### config.mk
export PLATFORM = sky130hd
export DESIGN_NAME = sram_ctrl
export DESIGN_NICKNAME = d
export VERILOG_FILES = /design/src/rtl/sram_pkg.sv /design/src/rtl/sram_wait_cnt.sv /design/src/rtl/sram_ctrl.sv
export SDC_FILE = /design/constraint.sdc
export NUM_CORES = 1
export LEC_CHECK = 0
export BUFFER_PORTS_ARGS = -buffer_cell sky130_fd_sc_hd__clkbuf_2
export CORE_MARGIN = 10
export CORE_UTILIZATION = 40
export CTS_CLUSTER_DIAMETER = 80
export CTS_CLUSTER_SIZE = 40
export DETAILED_ROUTE_END_ITERATION = 10
export GPL_TIMING_DRIVEN = 0
export PLACE_DENSITY = 0.66
export RECOVER_POWER = 100
export SETUP_SLACK_MARGIN = 0.3
export SLEW_MARGIN = 20
export SYNTH_ARGS = -nofsm -noshare
export SYNTH_HDL_FRONTEND = slang
export SYNTH_HIERARCHICAL = 1
export SYNTH_SLANG_ARGS = --single-unit
### constraint.sdc
create_clock -name clk -period 6.2 [get_ports clk]
set_input_delay 1.24 -clock clk [delete_from_list [all_inputs] [get_ports clk]]
set_output_delay 1.24 -clock clk [all_outputs]
set_load 0.01 [all_outputs]
### src/rtl/sram_pkg.sv
`default_nettype none
// ============================================================================
// Module   : sram_pkg
// Purpose  : Shared FSM state type and constants for the AVR/SRAM controller.
// Revision : 1.0 - initial release
// ============================================================================
package sram_pkg;

    typedef enum logic [2:0] {
        ST_IDLE   = 3'd0,
        ST_SETUP  = 3'd1,
        ST_ACCESS = 3'd2,
        ST_HOLD   = 3'd3,
        ST_DONE   = 3'd4
    } sram_state_t;

    // Bus-buffer direction encoding
    localparam logic DIR_AVR2SRAM = 1'b0;
    localparam logic DIR_SRAM2AVR = 1'b1;

    localparam int c_WAIT_CNT_W = 4;

endpackage
`default_nettype wire

### src/rtl/sram_wait_cnt.sv
`default_nettype none
// ============================================================================
// Module   : sram_wait_cnt
// Purpose  : Loadable down-counter with zero flag that times the strobe phase.
// Revision : 1.0 - initial release
// ============================================================================
module sram_wait_cnt
    import sram_pkg::*;
#(
    parameter int WIDTH = c_WAIT_CNT_W
)(
    input  logic             clk,
    input  logic             rst_n,
    input  logic             i_load,
    input  logic [WIDTH-1:0] i_load_val,
    input  logic             i_dec,
    output logic             o_zero
);

    logic [WIDTH-1:0] r_count;

    always_ff @(posedge clk or negedge rst_n) begin
        if (!rst_n) begin
            r_count <= '0;
        end else if (i_load) begin
            r_count <= i_load_val;
        end else if (i_dec && (r_count != '0)) begin
            r_count <= r_count - WIDTH'(1);
        end
    end

    assign o_zero = (r_count == '0);

endmodule
`default_nettype wire

### src/rtl/sram_ctrl.sv
`default_nettype none
// ============================================================================
// Module   : sram_ctrl
// Purpose  : Sequences AVR read/write requests into timed SRAM strobe cycles.
// Options  : SRAM_AUTOINC_EN - address register loaded by avr_addr_load and
//            post-incremented after every access.
// Revision : 1.0 - initial release
// ============================================================================
module sram_ctrl
    import sram_pkg::*;
#(
    parameter int AWIDTH      = 19,
    parameter int WAIT_CYCLES = 2
)(
    input  logic              clk,
    input  logic              rst_n,
    input  logic              avr_req,
    input  logic              avr_rw,
    input  logic [AWIDTH-1:0] avr_addr,
    input  logic              avr_addr_load,
    output logic              avr_ack,
    output logic              busy,
    output logic [AWIDTH-1:0] sram_addr,
    output logic              sram_dir,
    output logic              sram_ce_n,
    output logic              sram_oe_n,
    output logic              sram_we_n
);

    localparam logic [c_WAIT_CNT_W-1:0] c_WAIT_LOAD = c_WAIT_CNT_W'(WAIT_CYCLES - 1);

    sram_state_t       r_state;
    sram_state_t       w_state_nxt;
    logic              r_rw;
    logic              w_rw_nxt;
    logic [AWIDTH-1:0] r_addr;
    logic              w_accept;
    logic              w_cnt_load;
    logic              w_cnt_dec;
    logic              w_cnt_zero;

    logic              r_ce_n, r_oe_n, r_we_n, r_dir, r_ack;
    logic              w_ce_n_nxt, w_oe_n_nxt, w_we_n_nxt, w_dir_nxt, w_ack_nxt;

    assign w_accept = (r_state == ST_IDLE) && avr_req;

    sram_wait_cnt #(
        .WIDTH      (c_WAIT_CNT_W)
    ) u_wait_cnt (
        .clk        (clk),
        .rst_n      (rst_n),
        .i_load     (w_cnt_load),
        .i_load_val (c_WAIT_LOAD),
        .i_dec      (w_cnt_dec),
        .o_zero     (w_cnt_zero)
    );

    always_ff @(posedge clk or negedge rst_n) begin
        if (!rst_n) begin
            r_state <= ST_IDLE;
            r_rw    <= DIR_SRAM2AVR;
        end else begin
            r_state <= w_state_nxt;
            r_rw    <= w_rw_nxt;
        end
    end

    // Strobes are decoded from the next state so the registered outputs line up with r_state
    always_comb begin
        w_state_nxt = r_state;
        w_rw_nxt    = r_rw;
        w_cnt_load  = 1'b0;
        w_cnt_dec   = 1'b0;
        w_ce_n_nxt  = 1'b1;
        w_oe_n_nxt  = 1'b1;
        w_we_n_nxt  = 1'b1;
        w_dir_nxt   = DIR_SRAM2AVR;
        w_ack_nxt   = 1'b0;

        case (r_state)
            ST_IDLE: begin
                if (w_accept) begin
                    w_state_nxt = ST_SETUP;
                    w_rw_nxt    = avr_rw;
                end
            end
            ST_SETUP: begin
                w_state_nxt = ST_ACCESS;
                w_cnt_load  = 1'b1;
            end
            ST_ACCESS: begin
                if (w_cnt_zero) begin
                    w_state_nxt = ST_HOLD;
                end else begin
                    w_cnt_dec = 1'b1;
                end
            end
            ST_HOLD:  w_state_nxt = ST_DONE;
            ST_DONE:  w_state_nxt = ST_IDLE;
            default:  w_state_nxt = ST_IDLE;
        endcase

        case (w_state_nxt)
            ST_SETUP, ST_HOLD: begin
                w_ce_n_nxt = 1'b0;
                w_dir_nxt  = w_rw_nxt ? DIR_SRAM2AVR : DIR_AVR2SRAM;
            end
            ST_ACCESS: begin
                w_ce_n_nxt = 1'b0;
                w_dir_nxt  = w_rw_nxt ? DIR_SRAM2AVR : DIR_AVR2SRAM;
                w_oe_n_nxt = ~w_rw_nxt;
                w_we_n_nxt = w_rw_nxt;
            end
            ST_DONE: begin
                w_ack_nxt = 1'b1;
            end
            default: begin
                w_ce_n_nxt = 1'b1;
            end
        endcase
    end

    always_ff @(posedge clk or negedge rst_n) begin
        if (!rst_n) begin
            r_ce_n <= 1'b1;
            r_oe_n <= 1'b1;
            r_we_n <= 1'b1;
            r_dir  <= DIR_SRAM2AVR;
            r_ack  <= 1'b0;
        end else begin
            r_ce_n <= w_ce_n_nxt;
            r_oe_n <= w_oe_n_nxt;
            r_we_n <= w_we_n_nxt;
            r_dir  <= w_dir_nxt;
            r_ack  <= w_ack_nxt;
        end
    end

`ifdef SRAM_AUTOINC_EN
    // A load in the same IDLE cycle as a request supplies that access's address
    always_ff @(posedge clk or negedge rst_n) begin
        if (!rst_n) begin
            r_addr <= '0;
        end else if ((r_state == ST_IDLE) && avr_addr_load) begin
            r_addr <= avr_addr;
        end else if (r_state == ST_DONE) begin
            r_addr <= r_addr + AWIDTH'(1);
        end
    end
`else
    logic w_unused_addr_load;
    assign w_unused_addr_load = avr_addr_load;

    always_ff @(posedge clk or negedge rst_n) begin
        if (!rst_n) begin
            r_addr <= '0;
        end else if (w_accept) begin
            r_addr <= avr_addr;
        end
    end
`endif

    assign avr_ack   = r_ack;
    assign busy      = (r_state != ST_IDLE);
    assign sram_addr = r_addr;
    assign sram_dir  = r_dir;
    assign sram_ce_n = r_ce_n;
    assign sram_oe_n = r_oe_n;
    assign sram_we_n = r_we_n;

endmodule
`default_nettype wire

[Yosys cells after proc, flatten, opt, wreduce, memory -nomap -nowiden]
Cells that the tools add are included.
Cells by class
  add/subtract/negate cells: 1
  equal/unequal tests: 7
  mux-type cells: 16
  bitwise operators: 1
  reduce and logical (&&, ||, !) cells: 8
Operator list (number)
  3-bit by 2-bit equality test with 1-bit output, second input constant: 4
  3-bit case mux with 4 select lines: 1
  1-bit 2-to-1 mux: 11
  4-bit 2-to-1 mux: 2
  3-bit by 1-bit equality test with 1-bit output, second input constant: 2
  3-bit 2-to-1 mux: 2
  4-bit zero test: 1
  4-bit nonzero test: 1
  4-bit by 1-bit subtractor with 4-bit output, second input constant: 1
  3-bit equality test, second input constant: 1
  3-bit zero test: 1
  3-bit nonzero test: 1
  3-bit OR reduction: 1
  1-bit logical AND: 2
  2-bit nonzero test: 1
  1-bit inverter: 1
Word-level totals
  flip-flop bits (word level): 32
  bits of input ports: 24

[Depth between registers and ports, before layout]
Gate-level depths: netlist of the first run.
  word-level depth: 7
  depth in mapped cells: 7

[Cells and area by module]
Netlist of the first run, hierarchy kept.
Modules (own cells, without submodules)
  sram_ctrl: times used 1, cells an instance 73, area an instance 1169.9 µm²
  sram_wait_cnt: times used 1, cells an instance 27, area an instance 270.3 µm²

[Worst setup path after synthesis of the first run]
OpenSTA, ideal clock, no wires.
  path type: register to output
  start point: reg r_state[1]
  end point: out busy
  arrival: 1.095 ns
  required time: 4.960 ns
  path slack: 3.865 ns
  stages on the path, launching flop included: 3
  buffers on the path: 1
  cell sequence: dfrtp_1 -> clkbuf_1 -> or3_2
On the way
  word-level cells in the longest chain between the ends: 1
Ends and longest elaborated chain
  from (decl): RTL line sram_ctrl.sv:32  | sram_state_t r_state;
  from (signal assigned): RTL line sram_ctrl.sv:63  | r_state <= w_state_nxt;
  3-bit nonzero test: RTL line sram_ctrl.sv:164  | assign busy = (r_state != ST_IDLE);
  to (decl): RTL line sram_ctrl.sv:22  | output logic busy,
Every way passes these cells.

[Worst setup path after layout of the first run]
  start point: in avr_req
  end point: reg r_addr[17] (netlist: sram_addr[17])
On the way
  word-level cells in the longest chain between the ends: 1
Ends and longest elaborated chain
  from (decl): RTL line sram_ctrl.sv:17  | input logic avr_req,
  1-bit logical AND: RTL line sram_ctrl.sv:45  | assign w_accept = (r_state == ST_IDLE) && avr_req;
  to (signal assigned): RTL line sram_ctrl.sv:158  | r_addr <= avr_addr;
  to (decl): RTL line sram_ctrl.sv:36  | logic [AWIDTH-1:0] r_addr;
Every way passes these cells.
A chain may end at the register's enable or synchronous reset.

==> results_dict.tcl, run 1 <==
set metrics [dict create \
    yosys.area_share.simple 0.1329 \
    share_comb_of_total_power 0.421 \
    grt_pass1_vias 982 \
    clk_pin_slew_ps 100 \
    hold_viol 0 \
    crit_path_frequent_cell "clkbuf_1" \
    ys_types 33 \
    synth-compound-area-share 0.05300 \
    cp.required_ps 6410 \
    synth_area_sq_um 1440 \
    cpPeakStageDelay_ps 500 \
    wl_per_cell_um 13.74 \
    via_per_inst 4.714 \
    io_buffers 47 \
    synthXorXnorAreaFrac 0 \
    ctsRootBufferMaster "clkbuf_4" \
    grt_pass1_wl_um 4685 \
    crit_path_end_kind "flop" \
    period_needed_ps 2905 \
    startpoint_type "input port" \
    leakage_uw 0.0007379 \
    slew_viol_final 33 \
    setup_violations 0 \
    critical_path_class "input port to flop" \
    layout-drive-gt1-share 0.3121 \
    fin_area_sq_um 1687 \
    cts_resized 0 \
    p_seq_frac 0.426 \
    core_sq_um 3416 \
    cp.arrival_ps 3120 \
    fmax_ghz 0.3442 \
    first_iter_violations 20 \
    intPower_uw 557.6 \
    die-area_sq_um 6400 \
    dp_cells 195 \
    fill_cells 328 \
    io_pins 49 \
    synth_mux_area_frac 0.1894 \
    synth_warnings 6 \
    grt_usage 0.09125 \
    synth_fa_ha_area_frac 0.008688 \
    drv_cap 1 \
    grt_max_degree 33 \
    start_util 0.4216 \
    drc_errors 0 \
    insertedDiodeCount 0 \
    antenna_found_initial 0 \
    cp_cell_sequence "clkbuf_1, nor4b_1, clkbuf_1, clkbuf_1, mux2_1" \
    place.gp.congestion 0.7554 \
    layout.nets 181 \
    final_common_cell "clkbuf_1" \
    cp_slowest_cell "clkbuf_1" \
    ctsHoldBuffers 0 \
    finalCritPeriodShare 0.4686 \
    clock_skew_ps 6.613 \
    fp.dieH_um 80 \
    routed-via-count 957 \
    synth_cells 100 \
    dp_hpwl_um 2174 \
    clk_latency_ps 320 \
    avgSynthCellArea_sq_um 14.40 \
    cts_sinks 32 \
    powerDensity_nw_per_um2 513.0 \
    synth_top_family_by_area "multiplexers" \
    crit_buf_inv 3 \
    fp-row-count 21 \
    htree_num_levels 2 \
    postSynthRegisterBits 32 \
    setup_tns_ps 0 \
    finalNonFillerCells 203 \
    cts_max_path_buffers 2 \
    cts_tree "done" \
    dr.pass1.iters 4 \
    die_w_um 80 \
    violations "capacitance limit, slew limit" \
    drt-total-wl_um 2789 \
    run_status "complete, but fails checks" \
    rsz0062_at_grt "no" \
    grt_overflow 0 \
    power_switching_uw 307.7 \
    critical_path.top_delay_family "buffers and inverters" \
    synth_seq_area_share 0.5604 \
    min_path_type "flop to flop" \
    cts_setup_buffers 0 \
    worstMarginPinSlew_ps 1630 \
    clock_power_share 0.152 \
    swShare 0.3556 \
    maxSlewHeadroom -0.08677 \
    fin_hold_ws_ps 496.6 \
    final_cell_mix "clkbuf_1 (32), dfrtp_1 (27), clkbuf_2 (20), mux2_1 (10), mux2_2 (9)" \
    numCtsBuffers 5 \
    crit_fanout 10 \
    postRouteAntennaNets 0 \
    placed_area_sq_um 1740 \
    area_delta_synth_final_pct 17.12 \
    vdd_drop_max_mv 0.2163 \
]
worst register-to-register path: cells and delay by family (launching register included):
family	cells	cell delay, ps
multiplexers	1	390
buffers and inverters	3	1080
AND/OR/NAND/NOR	1	400
flip-flops	1	380
power by group through the flow:
stage	clock, uW	combinational [uW]	sequential (uW)
after global routing	148	406	383
final	132	365	369
after CTS	137	452	378
after detailed placement	0	450	382
after global placement	0	441	374
after floorplan	0	276	412
cell families after synthesis:
kind of cell,count (synthesis)
buf+inv,9
simple gates,24
mux,21
other cells,2
compound gates,11
fa+ha+maj,1
flops,32
synthesized netlist by cell type, drive strengths merged:
master | n | area (sq um)
nor3 | 3 | 15.01
or3b | 1 | 8.760
mux2 | 20 | 262.8
a221o | 1 | 10.01
or2 | 1 | 6.260
inv | 3 | 11.26
conb | 2 | 7.510
or2b | 1 | 7.510
ha | 1 | 12.51
or3 | 1 | 7.510
o21a | 1 | 7.510
o211ai | 1 | 12.51
a21oi | 4 | 20.02
dfstp | 5 | 131.4
clkbuf | 2 | 7.510
and4b | 1 | 10.01
dfrtp | 27 | 675.7
o31ai | 1 | 7.510
and3b | 2 | 20.02
or4 | 1 | 7.510
mux2i | 1 | 10.01
nand2 | 4 | 15.01
o21ai | 2 | 10.01
buf | 4 | 53.80
nand2b | 3 | 18.77
nor3b | 3 | 27.52
o31a | 1 | 8.760
nor4b | 3 | 47.54
cell type report:
cell class | instances | area, sq um | area share
Tap cell | 46 | 57.56 | 0.03412
Inverter | 3 | 11.26 | 0.006677
Clock buffer | 8 | 68.82 | 0.04080
Timing Repair Buffer | 47 | 201.4 | 0.1194
Sequential cell | 32 | 807.0 | 0.4785
Buffer | 6 | 37.54 | 0.02226
Multi-Input combinational cell | 61 | 503.0 | 0.2982
routing by layer:
metal	part of all wire	global-route usage	vias up
li1	-	-	459
met1	0.40	0.09622	456
met2	0.46	0.1461	36
met3	0.12	0.05293	6
met4	0.016	0.03697	0
met5	0	0	-
registers in the layout, indices dropped and copies added (netlist names):
| name | cells |
|---|---|
| sram_ce_n | 1 |
| sram_dir | 1 |
| avr_ack | 1 |
| r_state | 3 |
| sram_oe_n | 1 |
| r_rw | 1 |
| u_wait_cnt/r_count | 4 |
| sram_addr | 19 |
| sram_we_n | 1 |
per-stage QoR:
step,power [uW],setup WS (ps),util
floorplan,688.5,3865,-
CTS,966.2,3342,0.5297
global route,936.8,3109,0.4938
detailed placement,831.9,3710,0.5095
finish,865.3,3295,0.4938
global placement,815.0,3724,0.5095
worst paths after layout:
kind                          startpoint             to  slack, ps  depth (start not counted)
setup reg to reg              r_state[2]  sram_addr[17]       3850                          5
hold reg to reg            sram_addr[16]  sram_addr[16]        500                          1
max in group asynchronous          rst_n     r_state[2]       3940                          1
min in group asynchronous          rst_n   sram_addr[0]       1320                          1
hold / removal             sram_addr[16]  sram_addr[16]        500                          1
setup / recovery                 avr_req  sram_addr[17]       3290                          5
(Power assumes the default switching activity.)
==> run 2: changes to the inputs <==
clock period = 2.7 ns   (was 6.2 ns; I/O delays follow)
==> results_dict.tcl, run 2 (synthesized netlist as in run 1, its figures left out) <==
set metrics [dict create \
    finalNonFillerCells 203 \
    grt_overflow 0 \
    cts_setup_buffers 0 \
    fmax_ghz 0.4334 \
    routed-via-count 963 \
    htree_num_levels 2 \
    grt_max_degree 33 \
    insertedDiodeCount 0 \
    die-area_sq_um 6400 \
    setup_violations 0 \
    setup_tns_ps 0 \
    fp-row-count 21 \
    fin_ws_ps 392.6 \
    io_pins 49 \
    leakage_uw 0.0007702 \
    fill_cells 319 \
    start_util 0.4216 \
    cts_max_path_buffers 2 \
    core_sq_um 3416 \
    drc_errors 0 \
    place.gp.congestion 0.7554 \
    clock_skew_ps 5.921 \
    dp_hpwl_um 2174 \
    cts_resized 0 \
    numCtsBuffers 5 \
    layout-drive-gt1-share 0.3822 \
    critical_path_class "flop to flop" \
    final_cell_mix "clkbuf_1 (31), dfrtp_1 (27), clkbuf_2 (22), mux2_4 (10), mux2_2 (9)" \
    antenna_found_initial 0 \
    grt_pass1_wl_um 4685 \
    final_common_cell "clkbuf_1" \
    via_per_inst 4.744 \
    cp.required_ps 2910 \
    ctsRootBufferMaster "clkbuf_4" \
    wl_per_cell_um 14.00 \
    clk_latency_ps 320 \
    largest_register_ffs 19 \
    clk_pin_slew_ps 90 \
    cp.arrival_ps 2520 \
    violations "capacitance limit, slew limit" \
    drv_cap 1 \
    crit_fanout 10 \
    powerDensity_nw_per_um2 1203 \
    fp.dieH_um 80 \
    hold_viol 0 \
    grt_pass1_vias 982 \
    cts_sinks 32 \
    postRouteAntennaNets 0 \
    grt_usage 0.09125 \
    die_w_um 80 \
    startpoint_type "flop" \
    area_delta_synth_final_pct 19.55 \
    slew_viol_final 33 \
    cts_tree "done" \
    dr.pass1.iters 4 \
    vdd_drop_max_mv 0.4967 \
    worstMarginPinSlew_ps 1631 \
    ctsHoldBuffers 0 \
    finalCritPeriodShare 0.8546 \
    maxSlewHeadroom -0.08757 \
    min_path_type "input port to flop" \
    drt-total-wl_um 2842 \
    io_buffers 47 \
    dp_cells 195 \
    crit_path_end_kind "flop" \
    dpl_worst_slack_ps 488.0 \
    run_status "complete, but fails checks" \
    first_iter_violations 25 \
    period_needed_ps 2307 \
    layout.nets 181 \
    rsz0062_at_grt "no" \
]
[run 2: cell types whose count changed in the layout (fill, tap and decap cells not counted), sizes merged]
cell and delta:
clkbuf +1, buf -1
[run 2: path summary, 6_finish.rpt]
path                              start       endpoint  slack, ps  cells past startpoint
max in group asynchronous         rst_n     r_state[2]       1140                      1
hold reg to reg            sram_addr[6]   sram_addr[6]        510                      1
min in group asynchronous         rst_n   sram_addr[0]        620                      1
setup / recovery             r_state[2]  sram_addr[14]        390                      5
setup reg to reg             r_state[2]  sram_addr[14]        390                      5
hold / removal                  avr_req      sram_ce_n        410                      2
[run 2: metrics by stage]
step | util | hold WS, ps | power (uW) | instance area, sq um
2_1_floorplan | - | 244.4 | 1581 | 1448
3_3_place_gp | 0.5095 | 488.5 | 1871 | 1740
3_5_place_dp | 0.5095 | 495.4 | 1910 | 1740
4_1_cts | 0.5297 | 288.2 | 2219 | 1809
5_1_grt | 0.5040 | 400.9 | 2237 | 1722
6_report | 0.5040 | 409.5 | 2072 | 1722
[run 2: cell type report]
class | instances | area (sq um) | share of cell area
sequential | 32 | 807.0 | 0.4688
multi-input combinational | 61 | 543.0 | 0.3154
timing repair buffer | 47 | 202.7 | 0.1177
clock buffer | 8 | 68.82 | 0.03997
tap | 46 | 57.56 | 0.03343
buffer | 6 | 31.28 | 0.01817
inverter | 3 | 11.26 | 0.006541
[run 2: report_power, final]
| part | internal, uW | switching, uW | total (uW) |
|---|---|---|---|
| logic | 461 | 454 | 915 |
| registers | 731 | 122 | 854 |
| clock network | 153 | 149 | 303 |
| total | 1350 | 726 | 2070 |
[run 2: critical path, cell delays in order (launching register included)]
cell	delay (ps)
dfrtp_1	360
clkbuf_1	190
nor4b_1	440
clkbuf_1	450
clkbuf_2	420
mux2_4	340
[run 2: per-layer routing]
metal / share of wire / global-route usage / routed length [um] / up-vias
met5: 0 / 0 / 0 / -
met4: 0.016 / 0.03697 / 46 / 0
met3: 0.12 / 0.05293 / 328 / 6
met2: 0.46 / 0.1461 / 1304 / 36
met1: 0.41 / 0.09622 / 1162 / 462
li1: - / - / - / 459
